===== config.mk =====
export PLATFORM = sky130hd
export DESIGN_NAME = key_lookup_fsm
export DESIGN_NICKNAME = d
export VERILOG_FILES = /design/src/rtl/ctrl_types_pkg.sv /design/src/rtl/key_match_group.sv /design/src/rtl/key_lookup_fsm.sv
export SDC_FILE = /design/constraint.sdc
export NUM_CORES = 1
export LEC_CHECK = 0
export BUFFER_PORTS_ARGS = -buffer_cell sky130_fd_sc_hd__buf_2
export CORE_AREA = 3 3 119 121
export CTS_CLUSTER_DIAMETER = 200
export DETAILED_ROUTE_END_ITERATION = 12
export DIE_AREA = 0 0 122 124
export HOLD_SLACK_MARGIN = 0.15
export PLACE_DENSITY = 0.71
export SLEW_MARGIN = 20
export SYNTH_ARGS = -nofsm -noshare
export SYNTH_HDL_FRONTEND = slang
export SYNTH_SLANG_ARGS = --single-unit

===== constraint.sdc =====
create_clock -name clk -period 7.15 [get_ports clk]
set_clock_uncertainty 0.2 [all_clocks]
set_input_delay 1.0725 -clock clk [delete_from_list [all_inputs] [get_ports clk]]
set_output_delay 1.0725 -clock clk [all_outputs]
set_load 0.02 [all_outputs]

===== src/rtl/ctrl_types_pkg.sv =====
`default_nettype none
// +--------------------------------------------------------------------------+
// | ctrl_types_pkg : shared sub-FSM state encodings and sizing helpers         |
// | Revision 1.0                                                               |
// +--------------------------------------------------------------------------+
package ctrl_types_pkg;

  typedef enum logic [1:0] {
    LOOKUP_ST_IDLE = 2'd0,
    LOOKUP_ST_SCAN = 2'd1,
    LOOKUP_ST_DONE = 2'd2
  } lookup_substate_e;

  // A single-group cache still needs a 1-bit pointer to stay a legal vector.
  function automatic int lookup_ptr_width(input int groups);
    return (groups > 1) ? $clog2(groups) : 1;
  endfunction

endpackage
`default_nettype wire


===== src/rtl/key_match_group.sv =====
`default_nettype none
// +--------------------------------------------------------------------------+
// | key_match_group : compares one group of LANES keys, lowest-lane one-hot    |
// | Revision 1.0                                                               |
// +--------------------------------------------------------------------------+
module key_match_group #(
  parameter int LANES     = 4,
  parameter int KEY_WIDTH = 16
) (
  input  logic [LANES*KEY_WIDTH-1:0] keys_i,
  input  logic [LANES-1:0]           used_i,
  input  logic [KEY_WIDTH-1:0]       key_i,
  output logic                       match_o,
  output logic [LANES-1:0]           onehot_o
);

  logic [LANES-1:0] lane_hit;

  generate
    for (genvar l = 0; l < LANES; l++) begin : g_lane
      assign lane_hit[l] = used_i[l] && (keys_i[l*KEY_WIDTH +: KEY_WIDTH] == key_i);
    end
  endgenerate

  assign match_o  = |lane_hit;
  // Isolate the lowest set bit so the result stays one-hot with multiple hits.
  assign onehot_o = lane_hit & (~lane_hit + LANES'(1));

endmodule
`default_nettype wire


===== src/rtl/key_lookup_fsm.sv =====
`default_nettype none
// +--------------------------------------------------------------------------+
// | key_lookup_fsm : group-serial key search over a cache tag array            |
// | Revision 1.0                                                               |
// +--------------------------------------------------------------------------+
module key_lookup_fsm
  import ctrl_types_pkg::*;
#(
  parameter int NUM_ENTRIES = 16,
  parameter int KEY_WIDTH   = 16,
  parameter int LANES       = 4
) (
  input  logic                             clk,
  input  logic                             rst_n,
  input  logic                             start,
  input  logic                             abort,
  input  logic [KEY_WIDTH-1:0]             key_in,
  input  logic [NUM_ENTRIES*KEY_WIDTH-1:0] keys_flat,
  input  logic [NUM_ENTRIES-1:0]           used,
  output logic                             busy,
  output logic                             done,
  output logic                             hit,
  output logic [NUM_ENTRIES-1:0]           idx_out
);

  localparam int GROUPS     = NUM_ENTRIES / LANES;
  localparam int PTR_W      = lookup_ptr_width(GROUPS);
  localparam int GROUP_BITS = LANES * KEY_WIDTH;
  localparam logic [PTR_W-1:0] LAST_GROUP = PTR_W'(GROUPS - 1);

  lookup_substate_e         state_q, state_d;
  logic [PTR_W-1:0]         ptr_q, ptr_d;
  logic [KEY_WIDTH-1:0]     key_q, key_d;
  logic                     hit_q, hit_d;
  logic [NUM_ENTRIES-1:0]   idx_q, idx_d;
  logic                     busy_q, done_q;

  logic [GROUP_BITS-1:0]    grp_keys;
  logic [LANES-1:0]         grp_used;
  logic [LANES-1:0]         grp_onehot;
  logic                     grp_match;
  logic [NUM_ENTRIES-1:0]   grp_idx;

  always_comb begin
    grp_keys = '0;
    grp_used = '0;
    for (int g = 0; g < GROUPS; g++) begin
      if (ptr_q == PTR_W'(g)) begin
        grp_keys = keys_flat[g*GROUP_BITS +: GROUP_BITS];
        grp_used = used[g*LANES +: LANES];
      end
    end
  end

  key_match_group #(
    .LANES     (LANES),
    .KEY_WIDTH (KEY_WIDTH)
  ) u_match (
    .keys_i   (grp_keys),
    .used_i   (grp_used),
    .key_i    (key_q),
    .match_o  (grp_match),
    .onehot_o (grp_onehot)
  );

  // Place the group-local one-hot back at the group's position in the full index.
  always_comb begin
    grp_idx = '0;
    for (int g = 0; g < GROUPS; g++) begin
      if (ptr_q == PTR_W'(g)) begin
        grp_idx[g*LANES +: LANES] = grp_onehot;
      end
    end
  end

  always_comb begin
    state_d = state_q;
    ptr_d   = ptr_q;
    key_d   = key_q;
    hit_d   = hit_q;
    idx_d   = idx_q;
    if (abort) begin
      state_d = LOOKUP_ST_IDLE;
      hit_d   = 1'b0;
      idx_d   = '0;
    end else begin
      case (state_q)
        LOOKUP_ST_IDLE: begin
          if (start) begin
            state_d = LOOKUP_ST_SCAN;
            key_d   = key_in;
            ptr_d   = '0;
            hit_d   = 1'b0;
            idx_d   = '0;
          end
        end
        LOOKUP_ST_SCAN: begin
          if (grp_match) begin
            state_d = LOOKUP_ST_DONE;
            hit_d   = 1'b1;
            idx_d   = grp_idx;
          end else if (ptr_q == LAST_GROUP) begin
            state_d = LOOKUP_ST_DONE;
            hit_d   = 1'b0;
            idx_d   = '0;
          end else begin
            ptr_d = ptr_q + PTR_W'(1);
          end
        end
        LOOKUP_ST_DONE: state_d = LOOKUP_ST_IDLE;
        default:        state_d = LOOKUP_ST_IDLE;
      endcase
    end
  end

  always_ff @(posedge clk or negedge rst_n) begin
    if (!rst_n) begin
      state_q <= LOOKUP_ST_IDLE;
      ptr_q   <= '0;
      key_q   <= '0;
      hit_q   <= 1'b0;
      idx_q   <= '0;
      busy_q  <= 1'b0;
      done_q  <= 1'b0;
    end else begin
      state_q <= state_d;
      ptr_q   <= ptr_d;
      key_q   <= key_d;
      hit_q   <= hit_d;
      idx_q   <= idx_d;
      busy_q  <= (state_d == LOOKUP_ST_SCAN);
      done_q  <= (state_d == LOOKUP_ST_DONE);
    end
  end

  assign busy    = busy_q;
  assign done    = done_q;
  assign hit     = hit_q;
  assign idx_out = idx_q;

endmodule
`default_nettype wire


# == Word level (Yosys, flattened, before mapping) ==
# Cells that the tools add are included.
# op_classes
n_eq_ne,15
bitwise,3
muxes,31
reduce_logical,12
n_addsub,2
# ops
operator,count
2-to-1 mux 64 bit,4
equality test 16 bit,4
2-to-1 mux 16 bit,4
2-to-1 mux 4 bit,8
case mux 16 bit (2 select lines),1
2-to-1 mux 2 bit,7
case mux 2 bit (2 select lines),2
equality test 2 x 1 -> 1 bit (second input constant),3
equality test 2 bit (second input constant),3
!= test 2 bit (second input constant),3
AND reduction 3 bit,2
AND reduction 5 bit,1
adder 4 x 1 -> 4 bit (second input constant),1
bitwise AND 4 bit,1
logical AND 1 bit,4
zero test 2 bit,2
2-to-1 mux 1 bit,4
!= test 4 bit (second input constant),1
NOT 4 bit,1
OR reduction 4 bit,1
!= test 3 bit (second input constant),1
nonzero test 3 bit,1
adder 2 x 1 -> 2 bit (second input constant),1
case mux 1 bit (2 select lines),1
2 further kinds,2
# word_totals
out_inout_bits,19
inputBits,292
register_bits,39

# == Depth between registers and ports, before layout ==
# Gate-level depths: netlist of run 1.
# logic_depth
word_depth,14
depth_mapped,17
ltp_nobuf,11

# == Hierarchy ==
# Synthesis of run 1 repeated with hierarchy kept, for this count alone.
# hier_totals
hier_cells,537
hier_area_um2,4495.6
# modules_own_cells
module,area_each_um2,n_inst,cells_each
key_lookup_fsm,3569.7,1,427
key_match_group,925.9,1,110

# == Worst setup path before layout of run 1 ==
# OpenSTA, ideal clock, no wires.
# synth_path
path_kind,reg2reg
from,reg ptr_q[0]
to,"reg idx_q[0], in the netlist idx_out[0]"
path_slack_ns,3.305
required_ns,6.829
path_stages_with_launch,17
arrival_ns,3.524
setup_time_ns,0.121
path_cell_list,dfrtp_1 > ha_1 > buf_6 > or2_1 > buf_6 > buf_6 > buf_6 > buf_6 > a221oi_1 > nor2_1 > xnor2_1 > or4_1 > o31a_1 > and4_4 > o31a_1 > buf_6 > a22o_1
# synth_between
elab_chain_len,14
word_cells_on_any_way,30
# synth_rtl
item,line,source
start: declaration,key_lookup_fsm.sv:32,"logic [PTR_W-1:0] ptr_q, ptr_d;"
start signal: assignment,key_lookup_fsm.sv:127,ptr_q <= ptr_d;
zero test 2 bit,"key_lookup_fsm.sv:48, key_lookup_fsm.sv:70",
2-to-1 mux 64 bit (4 in series),key_lookup_fsm.sv:48,if (ptr_q == PTR_W'(g)) begin
equality test 16 bit,key_match_group.sv:21,assign lane_hit[l] = used_i[l] && (keys_i[l*KEY_WIDTH +: KEY_WIDTH] == key_i);
logical AND 1 bit,key_match_group.sv:21,
NOT 4 bit,key_match_group.sv:27,assign onehot_o = lane_hit & (~lane_hit + LANES'(1));
adder 4 x 1 -> 4 bit,key_match_group.sv:27,
bitwise AND 4 bit,key_match_group.sv:27,
2-to-1 mux 4 bit,key_lookup_fsm.sv:70,if (ptr_q == PTR_W'(g)) begin
2-to-1 mux 16 bit,key_lookup_fsm.sv:98,if (grp_match) begin
case mux 16 bit (2 select lines),key_lookup_fsm.sv:87,case (state_q)
2-to-1 mux 16 bit,key_lookup_fsm.sv:82,if (abort) begin
end signal: assignment,key_lookup_fsm.sv:130,idx_q <= idx_d;
end: declaration,key_lookup_fsm.sv:35,"logic [NUM_ENTRIES-1:0] idx_q, idx_d;"
# Several ways; a longest one is shown, not always the timed one.
# A chain may end at the register's enable or synchronous reset.

# == Worst setup path in the final report of run 1 ==
# layout_path
from,reg ptr_q[0]
to,"reg idx_q[1], in the netlist idx_out[1]"
# The elaborated chain is that of the path after synthesis.

==> out/metrics.cfg, run 1 <==
[outcome]
status=finished, final reports clean

[synth]
synth_xor_area_share_pct=9.64
synth_edf_count=0
synthesis.area_sq_mm=0.00409
yosysTopAreaCell=dfrtp_1
synth_area_leaders=dfrtp_1 24%, a221oi_1 9.2%, xnor2_1 9.0%
synth-async-reset-ratio_pct=100
syn_nets=784
ys.flop_type=dfrtp_1
yosysUniqueCellTypes=51
synth-seq-cells=39
yosys.area_share.simple_pct=17.4
ys_seq_area_share_pct=23.9
avgSynthCellArea_sq_um=8.38
synth_top_family_by_area=compound AO/OA/AOI/OAI gates
synth.top_cell.area_share_pct=23.9
yosysWarnings=0
netlist_instances=488
synth_compound_area_share_pct=35.8
synth_fa_ha_area_share_pct=1.22
synthMuxAreaShare_pct=4.10

[die]
coreArea_sq_mm=0.0132
die-area_sq_mm=0.0151
ios=311
die_h_um=124
std_cell_rows=42
die_x_um=122
initial_utilization_pct=31.0

[global_routing]
antenna_found_initial=1
grt_overflow=0
grt_max_degree=73
grt_pass1_wl_um=27700
groute.usage.overall_pct=23.8
grt_pass1_vias=4975

[timing]
slew_headroom_pct=40.8
min_period_over_period_pct=68.2
slew_viol_final=0
setup_violations=0
grt_setup_unrepaired=false
final.setup.tns_ns=0
fmax_ghz=0.205
tightest_slew_ns=0.888
whs_ns=0.268
finalHoldViolCount=0
finalCriticalPeriod_ns=4.88

[setup_path]
end_kind=flop
startpoint_type=flop
cp.required_ns=7.11
r2r_end=idx_out[1]
slowest_delay_ns=0.72
crit_arrival_ns=4.83
cp_num_buf_inv=2
cp_max_fo=34
crit_start=ptr_q[0]
cpMostUsedCell=o31a_1
critPathSlowestCell=or2_2
timing.rr.start=ptr_q[0]
worstSetupPathType=reg -> reg
rrSetupSlack_ns=2.27
worstRegToRegCells=12
cp_num_cells=12
worst_path_dominant_cell_family=simple AND/OR/NAND/NOR gates
path_cells=inv_1, ha_1, or2_2, buf_4, a221oi_1, nor4b_1, mux2i_1, or4_1, o31a_1, and4_4, o31a_1, a22o_1
critPathCapture=idx_out[1]

[clocking]
postCtsSetupRepairBufs=0
cts_tree=built
insertion_delay_ns=0.28
path_clk_slew_ns=0.06
cts_hold_buf=0
cts_buffers=5
clockRootBuffer=clkbuf_16
clockBufferDepth=2
htree_levels=2
cts_resized=0
numClockSinks=39

[detailed_routing]
ant_nets=0
num_vias=5255
vias_per_cell=5.64
wl_um=19100
routedWlPerCell_um=20.5
drt_first_pass_iters=5
first_iter_violations=374
drc=0

[placement]
dp_hpwl_um=15500
portBuffers=310
dpl.cell_count=924
gp_congestion=0.876

[finish]
diodes=0
drive_above_1_share_pct=47.2
num-nets-final=1051
area_growth_pct=42.2
stdcell_count=932

[min_path]
hold_class=reg -> reg
hold_path_startpoint=idx_out[3]

[run]
cap_violations=0

[power_and_ir_drop]
power_switching_mw=0.813
clkPwrFrac_pct=15.7
p_int_mw=1.00
power_switching_share_pct=44.8
pwr-share-seq_pct=17.7
power_frac_comb_pct=66.6
power_density_mw_per_mm2=312
power_leakage_nw=2.72
peakVddDrop_uv=179

## stage by stage
| stage | area [sq um] | total power, mW | worst slack, ns | utilization, % |
|---|---|---|---|---|
| after floorplan | 4090 | 1.26 | 3.30 | - |
| after global placement | 5620 | 1.52 | 2.43 | 42.6 |
| after detailed placement | 5620 | 1.53 | 2.29 | 42.6 |
| after CTS | 5810 | 1.82 | 2.27 | 44.1 |
| after global routing | 5810 | 1.98 | 1.99 | 44.1 |
| final | 5810 | 1.82 | 2.27 | 44.1 |
## worst register-to-register path: cells and delay by family, from the launching register on
family                     cells  cell delay, ns
AOI/OAI and AO/OA              4            1.24
buffers and inverters          2            0.60
DFF                            1            0.40
muxes                          1            0.10
and+or+nand+nor                4            1.74
adders and majority gates      1            0.46
## power groups by stage
stage	clock (mW)	sequential [mW]	combinational (mW)
after floorplan	0	0.261	1.00
after global placement	0	0.327	1.19
after detailed placement	0	0.327	1.21
after CTS	0.290	0.323	1.21
after global routing	0.303	0.326	1.35
final	0.285	0.321	1.21
## synth_stat cells (4+ instances only)
| cell | number |
|---|---|
| nor2_1 | 55 |
| o22ai_1 | 47 |
| a221oi_1 | 43 |
| xnor2_1 | 42 |
| dfrtp_1 | 39 |
| clkbuf_1 | 25 |
| o21ai_0 | 17 |
| mux2_2 | 14 |
| nand4_1 | 14 |
| a221oi_2 | 13 |
| buf_2 | 11 |
| a22o_1 | 10 |
| nand2_1 | 10 |
| a221o_1 | 9 |
| buf_1 | 9 |
| o221ai_1 | 9 |
| or3_1 | 9 |
| inv_1 | 8 |
| nor3_1 | 8 |
| buf_6 | 7 |
| or4_1 | 7 |
| nand3_1 | 6 |
| o31ai_1 | 6 |
| a21oi_1 | 5 |
| nor2b_1 | 5 |
| o21a_1 | 5 |
| and3_1 | 4 |
| buf_4 | 4 |
| ha_1 | 4 |
| nand2b_1 | 4 |
| nor4_1 | 4 |
## layout by cell type (no fill, tap or decap), types with 5 or more instances in the layout
cell / count
buf_2: 310
nor2_1: 55
o22ai_1: 47
a221oi_1: 43
xnor2_1: 42
dfrtp_1: 39
o21ai_0: 17
nand4_1: 14
mux2_2: 14
a221oi_2: 13
nand2_1: 10
a22o_1: 10
o221ai_1: 9
or3_1: 9
a221o_1: 9
inv_1: 8
nor3_1: 8
or4_1: 7
nand3_1: 6
o31ai_1: 6
buf_4: 6
o21a_1: 5
a21oi_1: 5
nor2b_1: 5
clkbuf_16: 5
## worst min path at each step
stage,to,cells past startpoint
2_1_floorplan,hit,2
3_3_place_gp,idx_out[7],1
3_5_place_dp,idx_out[3],1
4_1_cts,idx_out[3],1
5_1_grt,idx_out[3],1
6_report,idx_out[3],1
## per-layer routing
metal	routed length (um)	global-route usage, %
met1	7830	32.3
met2	9450	40.0
met3	1510	4.04
met4	334	4.76
met5	13	0
## sequential cells by signal (all words and copies together), names as in the netlist
register and count:
done 1, state_q 2, busy 1, hit 1, idx_out 16, ptr_q 2
key_q 16
## final cells by class
cell class	instances	area [sq um]
Clock inverter	2	60.1
Tap cell	176	220
Timing Repair Buffer	316	1600
Clock buffer	6	129
Sequential cell	39	976
Multi-Input combinational cell	384	2800
Inverter	9	33.8
Fill cell	1384	7380
## cells by family after synthesis
group	after synthesis
muxes	15
adders and majority gates	4
DFF	39
buffers and inverters	65
and+or+nand+nor	137
AOI/OAI and AO/OA	183
xor gates and xnor gates	45
(Power assumes the default switching activity.)
==> run 2, diff against run 1 <==
- ABC_AREA: default -> 1
- CORE_AREA: 3 3 119 121 -> default
- CORE_MARGIN: default -> 3
- CORE_UTILIZATION: default -> 35
- DIE_AREA: 0 0 122 124 -> default
- clock period: 7.15 -> 4.6 ns (I/O delays scaled with it)
==> run 2 against run 1 <==
Fmax rose by 34%. Sequential cell count is the same. Combinational power rose by 43%. First-iteration DRC count increased by 98%. Die area rose by 26%. Cell count rose by 85%. Synthesized cell count increased to 2.5 times the previous value. Final area grew 36%. Critical path type unchanged. Wire length increased by 65%. Core utilization grew 3.0 points. Register-to-register slack lost 1.3 ns.
==> out/metrics.cfg, run 2 <==
[detailed_routing]
routedWlPerCell_um=18.4  ; -11%
first_iter_violations=741  ; +98%
ant_nets=0  ; unchanged
drt_first_pass_iters=7  ; +2
drc=0  ; unchanged
num_vias=9049  ; +72%
wl_um=31600  ; +65%
vias_per_cell=5.26  ; -6.7%

[global_routing]
grt_overflow=0  ; unchanged
grt_pass1_vias=8373  ; +68%
grt_max_degree=71  ; -2.7%
groute.usage.overall_pct=31.4  ; +7.6 points
antenna_found_initial=1  ; unchanged
grt_pass1_wl_um=45200  ; +63%

[synth]
synth.most_common_cell=nand2_1
synth.top_cell.area_share_pct=34.6  ; +11 points
avgSynthCellArea_sq_um=4.97  ; -41%
ys_top_cells_by_count=562 x nand2_1, 201 x nor2_1, 131 x nand3_1
synth_area_leaders=nand2_1 35%, dfrtp_1 16%, nor2_1 12%
yosysTopAreaCell=nand2_1
netlist_instances=1224  ; +150%
ys_seq_area_share_pct=16.0  ; -7.8 points
yosysWarnings=0  ; unchanged
ys.flop_type=dfrtp_1
syn_nets=1520  ; +94%
synth-seq-cells=39  ; unchanged
synth_edf_count=0  ; unchanged
synth-async-reset-ratio_pct=100  ; unchanged
yosysUniqueCellTypes=29  ; -43%
synthesis.area_sq_mm=0.00609  ; +49%

[die]
die-area_sq_mm=0.0190  ; +26%
die_x_um=138  ; +13%
die_h_um=138  ; +11%
std_cell_rows=47  ; +12%
coreArea_sq_mm=0.0168  ; +28%
initial_utilization_pct=36.2  ; +5.2 points
ios=311  ; unchanged

[setup_path]
cp.required_ns=4.63  ; -2.48 ns
worstRegToRegCells=17  ; +5
crit_arrival_ns=3.66  ; -1.17 ns
timing.rr.start=ptr_q[1]
r2r_end=ptr_q[0]
cp_max_fo=58  ; +71%
end_kind=flop
rrSetupSlack_ns=0.97  ; -1.31 ns
startpoint_type=flop
worstSetupPathType=reg -> reg

[clocking]
cts_hold_buf=0  ; unchanged
cts_tree=built
postCtsSetupRepairBufs=0  ; unchanged
htree_levels=2  ; unchanged
path_clk_slew_ns=0.06  ; about the same
numClockSinks=39  ; unchanged
insertion_delay_ns=0.29  ; about the same
cts_buffers=5  ; unchanged
clockRootBuffer=clkbuf_16
cts_resized=0  ; unchanged
clockBufferDepth=2  ; unchanged

[min_path]
hold_class=reg -> reg
worstHoldPathCells=2  ; +1
min_to=idx_out[7]
hold_path_startpoint=idx_out[7]

[timing]
setup_violations=0  ; unchanged
slew_viol_final=0  ; unchanged
layout_setup_ws_ns=0.966  ; -1.31 ns
fmax_ghz=0.275  ; +34%
finalCriticalPeriod_ns=3.63  ; -1.24 ns
min_period_over_period_pct=79.0  ; +11 points
whs_ns=0.300  ; +0.0319 ns
grt_setup_unrepaired=false
finalHoldViolCount=0  ; unchanged
slew_headroom_pct=37.9  ; -2.9 points
final.setup.tns_ns=0  ; unchanged
tightest_slew_ns=0.932  ; +0.0438 ns

[run]
cap_violations=0  ; unchanged

[placement]
portBuffers=310  ; unchanged
gp_congestion=0.983  ; +12%
pre_cts_ws_ns=1.04  ; -1.26 ns
dp_hpwl_um=25700  ; +66%

[finish]
fillers=1912  ; +38%
num-nets-final=1794  ; +71%
drive_above_1_share_pct=25.0  ; -22 points
final_cell_mix=562 x nand2_1, 310 x buf_2, 201 x nor2_1
area_growth_pct=29.9
layout.cells.most_common=nand2_1

[outcome]
status=finished, final reports clean

[power_and_ir_drop]
power_density_mw_per_mm2=326  ; +4.3%
peakVddDrop_uv=192  ; +7.0%
power_leakage_nw=4.82  ; +78%

-- run 2: stage by stage --
stage	std cells	area, sq um	total power, mW	util, %
CTS	1719	7910	2.55	47.0
finish	1720	7910	2.58	47.0
global route	1720	7910	2.80	47.0
detailed placement	1711	7740	2.13	46.0
floorplan	1224	6090	1.56	-
global placement	1711	7740	2.13	46.0
-- run 2: cell type report --
| class | instances | area, sq um | share of cell area (%) |
|---|---|---|---|
| clock buffer | 5 | 125 | 1.58 |
| timing repair buffer | 323 | 1650 | 20.9 |
| inverter | 55 | 206 | 2.61 |
| sequential | 39 | 976 | 12.3 |
| tap | 220 | 275 | 3.48 |
| clock inverter | 3 | 43.8 | 0.554 |
| multi-input combinational | 1074 | 4630 | 58.6 |
| antenna | 1 | 2.50 | 0.0316 |
-- run 2: worst max path at each step --
stage | startpoint | slack [ns] | cells after the start | end
6_report | ptr_q[1] | 0.97 | 17 | ptr_q[0]
5_1_grt | ptr_q[1] | 0.77 | 18 | idx_out[3]
3_5_place_dp | ptr_q[1] | 1.04 | 17 | ptr_q[0]
2_1_floorplan | ptr_q[0] | 2.09 | 20 | idx_out[2]
4_1_cts | ptr_q[1] | 1.04 | 17 | ptr_q[0]
3_3_place_gp | ptr_q[1] | 1.20 | 17 | ptr_q[0]
-- run 2: cells by family after synthesis --
| logic type | after synthesis | synth area share, % |
|---|---|---|
| flip-flops | 39 | 16.0 |
| AND/OR/NAND/NOR | 972 | 66.5 |
| AO/OA/AOI/OAI | 98 | 8.34 |
| buffers and inverters | 111 | 8.28 |
| adder cells (fa/ha/maj) | 4 | 0.822 |
-- run 2: layer usage --
metal | up-vias | wire, um | track usage (%)
met1 | 4038 | 12600 | 39.3
met3 | 91 | 2590 | 4.75
li1 | 4444 | - | -
met4 | 0 | 1530 | 14.1
met5 | - | 0 | 0
met2 | 476 | 14800 | 53.3
-- run 2: power by group --
part / switching (mW) / internal [mW] / total (mW)
combinational: 1.18 / 0.548 / 1.73
clock: 0.150 / 0.256 / 0.406
sequential: 0.0684 / 0.370 / 0.438
total: 1.40 / 1.17 / 2.58
-- run 2: critical path: stages, from the launching register on --
cell and delay, ns:
dfrtp_1 0.44, inv_1 0.11, ha_2 0.39, buf_4 0.57, nand2_1 0.14, nand3_1 0.11
nand2_1 0.14, nand3_1 0.17, nand2_1 0.09, nor2_1 0.15, nand3_1 0.10, nor2_2 0.20
nand3_1 0.18, nand4_1 0.16, nand2_2 0.11, nand2_2 0.15, nand2_1 0.06, nand2_1 0.06
==> run 3, diff against run 2 <==
- ABC_AREA: 1 -> 0
- CORE_AREA: default -> 3 3 119 121
- CORE_MARGIN: 3 -> default
- CORE_UTILIZATION: 35 -> default
- DIE_AREA: default -> 0 0 122 124
- clock period: 4.6 -> 3.6 ns (I/O delays scaled with it)
==> run 3 against run 2 <==
Wire length shrank 35%. Critical path type unchanged. Global-route usage decreased by 6.1 points. Worst setup slack worse by 0.96 ns. Critical path depth fell by 4. Register-to-register slack got worse by 0.96 ns. Critical endpoint is now idx_out[8]. Final area shrank 15%. Core utilization is 3.7 points higher. Non-clock buffer count is 45 higher.
==> out/metrics.cfg, run 3 (synthesis gave the netlist of run 1 again) <==
[setup_path]
worstSetupPathType=reg -> reg
cpMostUsedCell=buf_12
critPathSlowestCell=or4_4
slowest_delay_ns=0.50  ; -0.07 ns
cp_num_buf_inv=3  ; +1
worst_path_dominant_cell_family=simple AND/OR/NAND/NOR gates
crit_arrival_ns=3.56  ; -0.10 ns
end_kind=flop
cp_max_fo=8  ; -86%
startpoint_type=flop
path_cells=buf_6, ha_4, or2_4, buf_12, buf_12, a221oi_4, or3_1, nand4_1, or4_4, o31a_1, and4_4, o31a_4, a22o_1
cp.required_ns=3.57  ; -1.06 ns

[timing]
finalCriticalPeriod_ns=3.59  ; -0.0426 ns
slew_viol_final=0  ; unchanged
min_period_over_period_pct=99.8  ; +21 points
whs_ns=0.176  ; -0.123 ns
tightest_slew_ns=0.871  ; -0.0608 ns
setup_violations=0  ; unchanged
slew_headroom_pct=41.9  ; +4.1 points
grt_setup_unrepaired=true
final.setup.tns_ns=0  ; unchanged
finalHoldViolCount=0  ; unchanged
fmax_ghz=0.278  ; +1.2%

[global_routing]
grt_max_degree=40  ; -44%
grt_pass1_vias=5214  ; -38%
grt_overflow=0  ; unchanged
antenna_found_initial=0  ; -1
grt_pass1_wl_um=29100  ; -36%
groute.usage.overall_pct=25.3  ; -6.1 points

[die]
die-area_sq_mm=0.0151  ; -20%
coreArea_sq_mm=0.0132  ; -22%
initial_utilization_pct=31.0  ; -5.2 points
std_cell_rows=42  ; -11%
ios=311  ; unchanged
die_x_um=122  ; -12%
die_h_um=124  ; -10%

[clocking]
cts_buffers=5  ; unchanged
path_clk_slew_ns=0.06  ; about the same
cts_tree=built
insertion_delay_ns=0.29  ; about the same
clockRootBuffer=clkbuf_16
htree_levels=2  ; unchanged
clockBufferDepth=2  ; unchanged
cts_hold_buf=0  ; unchanged
numClockSinks=39  ; unchanged

[finish]
layout.cells.most_common=buf_2
area_growth_pct=63.8
num-nets-final=1104  ; -38%
stdcell_count=985  ; -43%
drive_above_1_share_pct=55.3  ; +30 points
fillers=1299  ; -32%
diodes=0  ; -1
final_cell_mix=310 x buf_2, 55 x nor2_1, 46 x o22ai_1

[detailed_routing]
first_iter_violations=406  ; -45%
wl_um=20500  ; -35%
ant_nets=0  ; unchanged
num_vias=5519  ; -39%
routedWlPerCell_um=20.8  ; +14%
drt_first_pass_iters=5  ; -2
vias_per_cell=5.60  ; +6.5%
drc=0  ; unchanged

[power_and_ir_drop]
power_density_mw_per_mm2=673  ; +110%
peakVddDrop_uv=312  ; +63%
total_power_mw=4.51  ; +75%
power_leakage_nw=3.11  ; -35%

[placement]
portBuffers=310  ; unchanged
dp_hpwl_um=16300  ; -37%
gp_congestion=0.913  ; -7.1%
dpl.cell_count=967  ; -43%

[run]
cap_violations=0  ; unchanged

[outcome]
status=finished, final reports clean

[min_path]
hold_class=in -> async

[run 3: changes by cell type in the layout (fill, tap and decap cells not counted), sizes merged, moves of 46 or more]
cell	previous run	this run
a21oi	88	5
nand2	565	10
nor2	203	55
inv	55	9
nand3	141	6
a221oi	0	56
o22ai	0	47
[run 3: report_power, final]
part / internal [mW] / total, mW / switching, mW
combinational: 1.72 / 3.35 / 1.63
clock: 0.344 / 0.520 / 0.175
sequential: 0.488 / 0.634 / 0.146
[run 3: path summary, 6_finish.rpt]
kind,startpoint,to,slack [ns],cells past startpoint
worst max-delay path,ptr_q[0],idx_out[8],0.008,13
worst min-delay path,rst_n,idx_out[2],0.18,1
worst max register to register,ptr_q[0],idx_out[8],0.008,13
max in group asynchronous,rst_n,ptr_q[1],2.43,1
min in group clk,key_in[12],key_q[12],0.25,3
worst min register to register,idx_out[13],idx_out[13],0.29,1
[run 3: cell type report]
cell class	instances	area (sq um)	area share, %
Clock inverter	2	35.0	0.523
Clock buffer	6	139	2.07
Multi-Input combinational cell	385	3110	46.4
Tap cell	176	220	3.29
Inverter	9	36.3	0.542
Timing Repair Buffer	368	2180	32.5
Sequential cell	39	977	14.6
[run 3: through the flow]
stage	instance area (sq um)	setup slack [ns]	util (%)
2_1_floorplan	4130	-0.109	-
3_3_place_gp	6070	-0.0975	46.0
3_5_place_dp	6070	-0.179	46.0
4_1_cts	6500	0.0148	49.3
5_1_grt	6700	-0.0829	50.8
6_report	6700	0.00833	50.8
[run 3: per-layer routing]
| layer | routed length, um | part of all wire (%) | vias to the layer above | global-route usage, % |
|---|---|---|---|---|
| met5 | 0 | 0 | - | 0 |
| met1 | 8460 | 41 | 2611 | 33.9 |
| met2 | 10200 | 50 | 297 | 44.0 |
| li1 | - | - | 2581 | - |
| met3 | 1480 | 7.2 | 30 | 3.68 |
| met4 | 359 | 1.7 | 0 | 4.48 |
[run 3: repair_timing]
action                     4_1_cts  5_1_grt
resized for setup               27       34
cloned                           3        1
pin swaps                        4       10
setup endpoints to repair       17       19
buffers inserted                 7        1
